File: src/rtl/trace_unloader_pkg.sv
// trace_unloader_pkg
//   Shared DFD definitions for the trace unload path: the unloader FSM state
//   encoding and the serial bit order of trace words on the scan output.
package trace_unloader_pkg;

  typedef enum logic [2:0] {
    IDLE  = 3'd0,
    REQ   = 3'd1,
    CAPT  = 3'd2,
    SHIFT = 3'd3,
    DONE  = 3'd4
  } trace_unload_state_t;

  // Trace words leave the scan output least-significant bit first.
  localparam bit TRACE_LSB_FIRST = 1'b1;

endpackage

File: src/rtl/trace_shift_reg.sv
// trace_shift_reg
//   Parallel-load shift register for one trace word, with its own bit counter.
//   Ports:
//     clk, reset   clock, asynchronous active-high reset
//     load         load din and clear the bit counter
//     shift        consume one bit (shift one place, count it)
//     din          parallel trace word
//     bit_out      bit currently presented for serialization
//     last         the bit being presented is the final bit of the word
module trace_shift_reg #(
  parameter int Fpay = 32
) (
  input  logic            clk,
  input  logic            reset,
  input  logic            load,
  input  logic            shift,
  input  logic [Fpay-1:0] din,
  output logic            bit_out,
  output logic            last
);
  import trace_unloader_pkg::*;

  localparam int CW = (Fpay > 1) ? $clog2(Fpay) : 1;

  logic [Fpay-1:0] sreg;
  logic [CW-1:0]   bit_cnt;

  always_ff @(posedge clk or posedge reset) begin
    if (reset) begin
      sreg    <= '0;
      bit_cnt <= '0;
    end else if (load) begin
      sreg    <= din;
      bit_cnt <= '0;
    end else if (shift) begin
      sreg    <= TRACE_LSB_FIRST ? (sreg >> 1) : (sreg << 1);
      bit_cnt <= bit_cnt + CW'(1);
    end
  end

  assign bit_out = TRACE_LSB_FIRST ? sreg[0] : sreg[Fpay-1];
  assign last    = (bit_cnt == CW'(Fpay - 1));

endmodule

File: src/rtl/trace_unloader.sv
// trace_unloader
//   Drains num_words trace words from the trace buffer read port and serializes
//   each one onto tdo, one bit per shift_en cycle. Owns the buffer read pointer
//   advance through tb_rd.
//   Ports:
//     clk, reset     clock, asynchronous active-high reset
//     start          request an unload (accepted only when idle)
//     num_words      words to unload, sampled with start
//     abort          cancel an unload in progress
//     tb_rd          trace buffer read strobe
//     tb_dout        trace buffer read data (valid the cycle after tb_rd)
//     shift_en       per-bit strobe from the TAP side
//     tdo, tdo_valid serial trace data and its qualifier
//     busy, done     activity flag and end-of-unload pulse
//     words_sent     words fully shifted in the current or last unload
//
//   state | meaning
//   IDLE  | waiting for start
//   REQ   | tb_rd high, buffer fetching the next word
//   CAPT  | tb_dout loaded into the shift register
//   SHIFT | word bits presented on tdo, one consumed per shift_en
//   DONE  | one-cycle done pulse
module trace_unloader #(
  parameter int Fpay  = 32,
  parameter int TB_Aw = 9
) (
  input  logic            clk,
  input  logic            reset,
  input  logic            start,
  input  logic [TB_Aw:0]  num_words,
  input  logic            abort,
  output logic            tb_rd,
  input  logic [Fpay-1:0] tb_dout,
  input  logic            shift_en,
  output logic            tdo,
  output logic            tdo_valid,
  output logic            busy,
  output logic            done,
  output logic [TB_Aw:0]  words_sent
);
  import trace_unloader_pkg::*;

  trace_unload_state_t state, next_state;

  logic [TB_Aw:0] count;
  logic           load, shift, sr_bit, sr_last, word_done;

  trace_shift_reg #(.Fpay(Fpay)) u_sreg (
    .clk     (clk),
    .reset   (reset),
    .load    (load),
    .shift   (shift),
    .din     (tb_dout),
    .bit_out (sr_bit),
    .last    (sr_last)
  );

  always_comb begin
    next_state = state;
    load       = 1'b0;
    shift      = 1'b0;
    case (state)
      IDLE:  if (start) next_state = (num_words == '0) ? DONE : REQ;
      REQ:   next_state = CAPT;
      CAPT: begin
        load       = 1'b1;
        next_state = SHIFT;
      end
      SHIFT: if (shift_en) begin
        shift = 1'b1;
        if (sr_last)
          next_state = ((words_sent + (TB_Aw+1)'(1)) == count) ? DONE : REQ;
      end
      DONE:  next_state = IDLE;
      default: next_state = IDLE;
    endcase
    // Abort overrides everything, including a final strobe in the same cycle,
    // so a word cut short on its last bit is not counted.
    if (abort && state != IDLE) begin
      next_state = IDLE;
      load       = 1'b0;
      shift      = 1'b0;
    end
  end

  assign word_done = shift && sr_last;

  // Outputs are registered from next_state so they line up with the state.
  always_ff @(posedge clk or posedge reset) begin
    if (reset) begin
      state      <= IDLE;
      tb_rd      <= 1'b0;
      tdo_valid  <= 1'b0;
      busy       <= 1'b0;
      done       <= 1'b0;
      words_sent <= '0;
      count      <= '0;
    end else begin
      state     <= next_state;
      tb_rd     <= (next_state == REQ);
      tdo_valid <= (next_state == SHIFT);
      busy      <= (next_state != IDLE);
      done      <= (next_state == DONE);
      if (state == IDLE && start) begin
        words_sent <= '0;
        count      <= num_words;
      end else if (word_done) begin
        words_sent <= words_sent + (TB_Aw+1)'(1);
      end
    end
  end

  assign tdo = (state == SHIFT) && sr_bit;

endmodule

File: config.mk
export PLATFORM = sky130hd
export DESIGN_NAME = trace_unloader
export DESIGN_NICKNAME = d
export VERILOG_FILES = /design/src/rtl/trace_unloader_pkg.sv /design/src/rtl/trace_shift_reg.sv /design/src/rtl/trace_unloader.sv
export SDC_FILE = /design/constraint.sdc
export NUM_CORES = 1
export LEC_CHECK = 0
export CAP_MARGIN = 20
export CORE_MARGIN = 10
export CORE_UTILIZATION = 45
export DETAILED_ROUTE_END_ITERATION = 8
export DONT_BUFFER_PORTS = 1
export GPL_ROUTABILITY_DRIVEN = 0
export GPL_TIMING_DRIVEN = 1
export HOLD_SLACK_MARGIN = 0.03
export PLACE_DENSITY = 0.6
export SYNTH_ARGS = -nofsm -noshare
export SYNTH_HDL_FRONTEND = slang
export SYNTH_SLANG_ARGS = --single-unit
File: constraint.sdc
create_clock -name clk -period 2.55 [get_ports clk]
set_input_delay 0.3825 -clock clk [delete_from_list [all_inputs] [get_ports clk]]
set_output_delay 0.3825 -clock clk [all_outputs]
set_load 0.005 [all_outputs]
==> results of run 1 <==
-- synthesized netlist by cell type (2+ instances only) --
cell                       number  area share, %
sky130_fd_sc_hd__nand2_1      104             13
sky130_fd_sc_hd__dfrtp_1       64             53
sky130_fd_sc_hd__a22oi_1       31            7.7
sky130_fd_sc_hd__nor2_1        18            2.2
sky130_fd_sc_hd__xnor2_1       14            4.1
sky130_fd_sc_hd__clkbuf_1      13            1.6
sky130_fd_sc_hd__o21ai_0        9            1.5
sky130_fd_sc_hd__nand3_1        7            1.2
sky130_fd_sc_hd__and3_1         6            1.2
sky130_fd_sc_hd__o41ai_1        4            1.2
sky130_fd_sc_hd__xor2_1         4            1.2
sky130_fd_sc_hd__a22o_1         3           0.87
sky130_fd_sc_hd__ha_1           3            1.2
sky130_fd_sc_hd__inv_1          3           0.37
sky130_fd_sc_hd__o21ai_1        3           0.50
sky130_fd_sc_hd__a31o_1         2           0.58
sky130_fd_sc_hd__and2_1         2           0.41
sky130_fd_sc_hd__buf_2          2           0.33
sky130_fd_sc_hd__nor2b_1        2           0.41
sky130_fd_sc_hd__o31ai_1        2           0.50
sky130_fd_sc_hd__or3_1          2           0.41
sky130_fd_sc_hd__or4_1          2           0.50
-- metrics by stage --
stage / std cells / util, %
final: 401 / 51.3
after global routing: 401 / 51.3
after CTS: 401 / 51.3
after detailed placement: 386 / 48.4
after global placement: 386 / 48.4
after floorplan: 318 / -
-- layout by cell type, fill, tap and decap left out, drive strengths merged, types with 3 or more instances in the layout --
master,n
ha,3
dfrtp,64
o41ai,4
buf,6
inv,3
a22oi,31
a22o,3
and3,6
o21ai,12
nor2,18
xor2,4
nand2,104
nand3,8
clkbuf,12
xnor2,14
-- how the worst max path moves through the flow --
| stage | startpoint | to | slack, ns | cells after the start |
|---|---|---|---|---|
| 2_1_floorplan | words_sent[0]$_DFFE_PP0P_ | busy$_DFF_PP0_ | 0.49 | 7 |
| 3_3_place_gp | num_words[4] | busy$_DFF_PP0_ | 0.33 | 6 |
| 3_5_place_dp | words_sent[0]$_DFFE_PP0P_ | busy$_DFF_PP0_ | 0.30 | 7 |
| 4_1_cts | words_sent[0]$_DFFE_PP0P_ | busy$_DFF_PP0_ | 0.29 | 7 |
| 5_1_grt | words_sent[0]$_DFFE_PP0P_ | busy$_DFF_PP0_ | 0.05 | 7 |
| 6_report | words_sent[0]$_DFFE_PP0P_ | busy$_DFF_PP0_ | 0.28 | 7 |
-- power groups by stage --
stage          combinational [uW]  sequential, uW  clock (uW)
4_1_cts                       905            1600         857
5_1_grt                      1040            1650         904
3_3_place_gp                  886            1610           0
2_1_floorplan                 736            1550           0
6_report                      885            1600         835
3_5_place_dp                  904            1620           0
-- critical path: stages (launching register included) --
cell	delay (ns)
sky130_fd_sc_hd__dfrtp_1	0.50
sky130_fd_sc_hd__ha_1	0.32
sky130_fd_sc_hd__nand3_1	0.17
sky130_fd_sc_hd__nor2_1	0.20
sky130_fd_sc_hd__xnor2_1	0.13
sky130_fd_sc_hd__nor4_4	0.32
sky130_fd_sc_hd__a31oi_2	0.15
sky130_fd_sc_hd__or3_1	0.35
-- logic make-up after synthesis --
logic type,after synthesis
adder cells (fa/ha/maj),3
AO/OA/AOI/OAI,59
XOR/XNOR,18
flip-flops,64
buffers and inverters,18
AND/OR/NAND/NOR,156
-- final cells by class --
type                    count  area [sq um]  area share, %
clock buffers              12           145           4.41
multi-input cells         236          1350           41.1
flip-flops and latches     64          1600           48.6
well taps                  77          96.3           2.92
repair buffers              6          45.0           1.37
clock inverters             3          42.5           1.29
inverters                   3          11.3          0.342
-- routing by layer --
metal,wire [um],up-vias
met5,0,-
met3,641,4
li1,-,1102
met4,56,0
met2,3020,54
met1,3040,1074
-- registers in the layout (all words and copies together), names as in the netlist --
signal	flops
busy	1
count	10
done	1
state	3
tb_rd	1
tdo_valid	1
u_sreg.bit_cnt	5
u_sreg.sreg	32
words_sent	10
==> impl_metrics.sql, run 1 <==
INSERT INTO impl_metrics (metric_group, metric, value, unit) VALUES
('floorplan', 'core_box_area', '6420', 'sq um'),
('worst_setup_path', 'startpoint_type', 'flip-flop', ''),
('power', 'finalPower', '3320', 'uW'),
('clocking', 'post_cts_buffers', '0', ''),
('synthesis', 'postSynthNetCount', '368', ''),
('power', 'power_per_cell_area', '1010', 'nW/um^2'),
('route', 'viasPerCell', '5.57', ''),
('sta', 'hold_viol_final', '0', ''),
('place', 'dpl.hpwl', '4750', 'um'),
('worst_setup_path', 'endpoint_kind', 'flip-flop', ''),
('clocking', 'worstSkewPairLatency', '0.33', 'ns'),
('power', 'p_seq_share', '48.2', '%'),
('worst_setup_path', 'worstReg2RegEnd', 'busy$_DFF_PP0_', ''),
('synthesis', 'postSynth.asyncResetShare', '100', '%'),
('power', 'power.switching_fraction', '33.3', '%'),
('sta', 'worst_slack', '0.276', 'ns'),
('global_routing', 'grtUsageMet1', '17.4', '%'),
('global_routing', 'wire_length_of_the_first_global_routing_pass', '11100', 'um'),
('global_routing', 'groute.layer.met2.usage', '19.3', '%'),
('global_routing', 'grtUsageMet3', '6.41', '%'),
('global_routing', 'number_of_global_route_vias_before_repair', '2159', ''),
('synthesis', 'synth-compound-area-share', '14.1', '%'),
('clocking', 'ctsLongestPathBuffers', '2', ''),
('synthesis', 'synth-seq-cells', '64', ''),
('synthesis', 'multiplexer_area_fraction_after_synthesis', '0', '%'),
('worst_hold_path', 'worst_hold_path_type', 'in2reg', ''),
('clocking', 'cts_made_buffers', '9', ''),
('route', 'first_iter_violations', '83', ''),
('route', 'drt_pass1_iterations', '4', ''),
('synthesis', 'syn_inst', '318', ''),
('run_status', 'status', 'finished clean', ''),
('synthesis', 'synth-seq-area-share', '53.0', '%'),
('power', 'power_frac_comb', '26.7', '%'),
('power', 'power.switching', '1110', 'uW'),
('clocking', 'tritoncts', 'yes', ''),
('sta', 'worstMarginPinSlew', '0.792', 'ns'),
('sta', 'tns', '0', 'ns'),
('synthesis', 'synth-warning-count', '0', ''),
('route', 'drt_drc_violations_left', '0', ''),
('place', 'placed_cell_area', '3110', 'sq um'),
('clocking', 'number_of_h_tree_branching_levels', '3', ''),
('job', 'drv.max_cap_violation_count', '0', ''),
('clocking', 'clk_pin_slew_worst_paths', '0.07', 'ns'),
('final_layout', 'areaGrowthSynthToFinish', '9.12', '%'),
('worst_setup_path', 'worstReg2RegStart', 'words_sent[0]$_DFFE_PP0P_', ''),
('power', 'internal_power', '2210', 'uW'),
('global_routing', 'busiest_layer', 'met2', ''),
('sta', 'achievable-frequency', '0.440', 'GHz'),
('synthesis', 'post_synth_instance_area', '3020', 'sq um'),
('power', 'leakage', '0.00159', 'uW'),
('synthesis', 'predominant_post_synthesis_flop_cell', 'sky130_fd_sc_hd__dfrtp_1', ''),
('synthesis', 'synth_top_family_by_area', 'simple AND/OR/NAND/NOR gates', ''),
('worst_setup_path', 'register_to_register_setup_slack', '0.28', 'ns'),
('route', 'finalWirelength', '6760', 'um'),
('sta', 'fin_hold_ws', '0.155', 'ns'),
('sta', 'timing.final.crit_period', '2.27', 'ns'),
('sta', 'final-setup-viol-count', '0', ''),
('final_layout', 'fillerInstances', '600', ''),
('floorplan', 'floorplan.initialDensity', '47.0', '%'),
('power', 'vdd_drop_max', '515', 'uV'),
('sta', 'fin_worst_skew', '0.00502', 'ns'),
('final_layout', 'nets', '370', ''),
('place', 'post-place-ws', '0.296', 'ns'),
('worst_setup_path', 'required', '2.76', 'ns'),
('final_layout', 'antenna-diode-count', '0', ''),
('clocking', 'clock_sinks', '64', ''),
('route', 'vias', '2234', ''),
('final_layout', 'layout.cell_area.non_filler', '3290', 'sq um'),
('synthesis', 'synthXorXnorAreaFrac', '5.22', '%'),
('floorplan', 'dieWidth', '102', 'um'),
('global_routing', 'grt_start_max_net_pins', '65', '');
Note: power is estimated with default switching activity, not from simulation.
==> run 2: changes to the inputs <==
clock period = 2.8 ns   (was 2.55 ns; I/O delays follow)
==> impl_metrics.sql, run 2 (synthesis gave the netlist of run 1 again) <==
INSERT INTO impl_metrics (metric_group, metric, value, unit) VALUES
('run_status', 'status', 'finished clean', ''),
('final_layout', 'finish.cell_count_without_fillers', '404', ''),
('global_routing', 'antenna_found_initial', '0', ''),
('global_routing', 'wire_length_of_the_first_global_routing_pass', '11400', 'um'),
('final_layout', 'final_cell_mix', '104 x sky130_fd_sc_hd__nand2_1, 64 x sky130_fd_sc_hd__dfrtp_1, 31 x sky130_fd_sc_hd__a22oi_1', ''),
('clocking', 'ctsLongestPathBuffers', '2', ''),
('final_layout', 'post_route_cells_drive_above_1_share', '10.4', '%'),
('clocking', 'cts_made_buffers', '9', ''),
('worst_setup_path', 'required', '3.01', 'ns'),
('final_layout', 'largest_register_ff_count', '32', ''),
('worst_setup_path', 'critPathMaxFanout', '7', ''),
('worst_setup_path', 'type_of_the_worst_setup_path', 'reg2reg', ''),
('job', 'drv.max_cap_violation_count', '0', ''),
('worst_setup_path', 'register_to_register_setup_slack', '0.51', 'ns'),
('floorplan', 'floorplan.initialDensity', '47.0', '%'),
('clocking', 'cts_root_buf', 'sky130_fd_sc_hd__clkbuf_8', ''),
('sta', 'achievable-frequency', '0.437', 'GHz'),
('floorplan', 'top_level_ports', '62', ''),
('power', 'leakage', '0.00163', 'uW'),
('place', 'dpl.cell_count', '388', ''),
('worst_hold_path', 'worst_hold_path_type', 'in2async', ''),
('sta', 'fin_worst_skew', '0.00774', 'ns'),
('sta', 'slew_viol_final', '0', ''),
('global_routing', 'global_route_usage_sum', '14.0', '%'),
('sta', 'final-setup-viol-count', '0', ''),
('final_layout', 'area_of_the_multi_input_gates', '1350', 'sq um'),
('floorplan', 'dieWidth', '102', 'um'),
('sta', 'timing.final.crit_period', '2.29', 'ns'),
('clocking', 'post_cts_buffers', '0', ''),
('sta', 'worstMarginPinSlew', '0.945', 'ns'),
('clocking', 'worstSkewPairLatency', '0.34', 'ns'),
('worst_setup_path', 'critical_path_arrival', '2.49', 'ns'),
('place', 'dpl.hpwl', '4900', 'um'),
('worst_setup_path', 'startpoint_type', 'flip-flop', ''),
('power', 'vdd_drop_max', '452', 'uV'),
('worst_setup_path', 'endpoint_kind', 'flip-flop', ''),
('clocking', 'clock_sinks', '64', ''),
('final_layout', 'layout.cells.most_common', 'sky130_fd_sc_hd__nand2_1', ''),
('floorplan', 'core_box_area', '6420', 'sq um'),
('sta', 'timing.slew.headroom', '36.9', '%'),
('clocking', 'number_of_h_tree_branching_levels', '3', ''),
('place', 'port-buffer-count', '0', ''),
('clocking', 'clk_pin_slew_worst_paths', '0.08', 'ns'),
('route', 'drt_drc_violations_left', '0', ''),
('route', 'viasPerCell', '5.51', ''),
('route', 'finalWirelength', '6900', 'um'),
('floorplan', 'die_height', '102', 'um'),
('route', 'routedWlPerCell', '17.1', 'um'),
('route', 'drt_pass1_iterations', '4', ''),
('global_routing', 'grt_start_max_net_pins', '47', ''),
('final_layout', 'layout.area.seq', '1600', 'sq um'),
('global_routing', 'number_of_global_route_vias_before_repair', '2301', ''),
('clocking', 'hold_bufs_at_cts', '0', ''),
('final_layout', 'nets', '372', ''),
('global_routing', 'global_route.overflow_total', '0', ''),
('worst_setup_path', 'path_cells', 'ha_1 > nand3_1 > nor2_1 > xnor2_1 > nor4_4 > a31oi_2 > or3_1', ''),
('route', 'vias', '2228', ''),
('worst_setup_path', 'slowest_stage', 'sky130_fd_sc_hd__dfrtp_1', ''),
('floorplan', 'design.die.area', '10400', 'sq um'),
('clocking', 'tritoncts', 'yes', ''),
('sta', 'fin_crit_sh', '81.7', '%'),
('final_layout', 'fillerInstances', '596', ''),
('final_layout', 'areaGrowthSynthToFinish', '11.5', '%'),
('final_layout', 'biggestRegsByFlops', 'u_sreg.sreg: 32 flops, count: 10 flops, words_sent: 10 flops', ''),
('route', 'first_iter_violations', '79', ''),
('worst_setup_path', 'worst_path_largest_cell_delay', '0.50', 'ns'),
('route', 'ant_nets', '0', ''),
('clocking', 'cts.repair.resized', '0', ''),
('final_layout', 'regMostFlops', 'u_sreg.sreg', ''),
('sta', 'rsz0062_at_grt', 'no', ''),
('final_layout', 'antenna-diode-count', '0', ''),
('sta', 'tns', '0', 'ns'),
('sta', 'hold_viol_final', '0', ''),
('final_layout', 'postLayoutCoreUtil', '52.4', '%'),
('power', 'power_per_cell_area', '959', 'nW/um^2'),
('floorplan', 'placementRows', '29', '');
-- run 2: cell types whose count changed in the layout (fill, tap and decap cells not counted), sizes merged --
cell / previous run / this run
buf: 6 / 8
bufinv: 1 / 3
clkbuf: 12 / 9
clkinv: 1 / 3
-- run 2: per-layer routing --
| layer | track usage [%] | part of all wire (%) |
|---|---|---|
| met4 | 6.29 | 1.3 |
| met2 | 20.7 | 44 |
| met3 | 6.21 | 9.3 |
| met5 | 0 | 0 |
| met1 | 17.3 | 45 |
-- run 2: worst paths after layout --
kind	from	end	cells after the start
max	words_sent[0]$_DFFE_PP0P_	busy$_DFF_PP0_	7
min	reset	u_sreg.sreg[13]$_DFFE_PP0P_	1
max reg2reg	words_sent[0]$_DFFE_PP0P_	busy$_DFF_PP0_	7
min reg2reg	u_sreg.sreg[14]$_DFFE_PP0P_	u_sreg.sreg[14]$_DFFE_PP0P_	2
max in group asynchronous	reset	words_sent[6]$_DFFE_PP0P_	2
min in group clk	num_words[9]	count[9]$_DFFE_PP0P_	2
-- run 2: metrics by stage --
step                      cell area, sq um  hold WS (ns)  power [uW]  worst slack, ns
after floorplan                       3020         0.439        2080            0.741
after global placement                3120         0.459        2270            0.559
after detailed placement              3120         0.463        2290            0.526
after CTS                             3370         0.175        3260            0.508
after global routing                  3370         0.180        3470            0.306
final                                 3370         0.169        3230            0.514
-- run 2: area by class of cell --
class	count	share of cell area, %
inverter	3	0.335
timing repair buffer	8	1.78
multi-input combinational	236	40.2
tap	77	2.86
sequential	64	47.6
clock inverter	7	3.57
clock buffer	9	3.68
-- run 2: critical path, delay by kind of cell (launching register included) --
family	cells	cell delay [ns]
AND/OR/NAND/NOR	4	1.06
AO/OA/AOI/OAI	1	0.15
adder cells (fa/ha/maj)	1	0.33
XOR/XNOR	1	0.13
flip-flops	1	0.50
-- run 2: where the power goes --
| part | internal [uW] | switching, uW | total [uW] | leakage (uW) |
|---|---|---|---|---|
| registers | 1250 | 203 | 1450 | 0.000824 |
| clock network | 593 | 371 | 964 | 0.000119 |
| logic | 331 | 480 | 811 | 0.000686 |
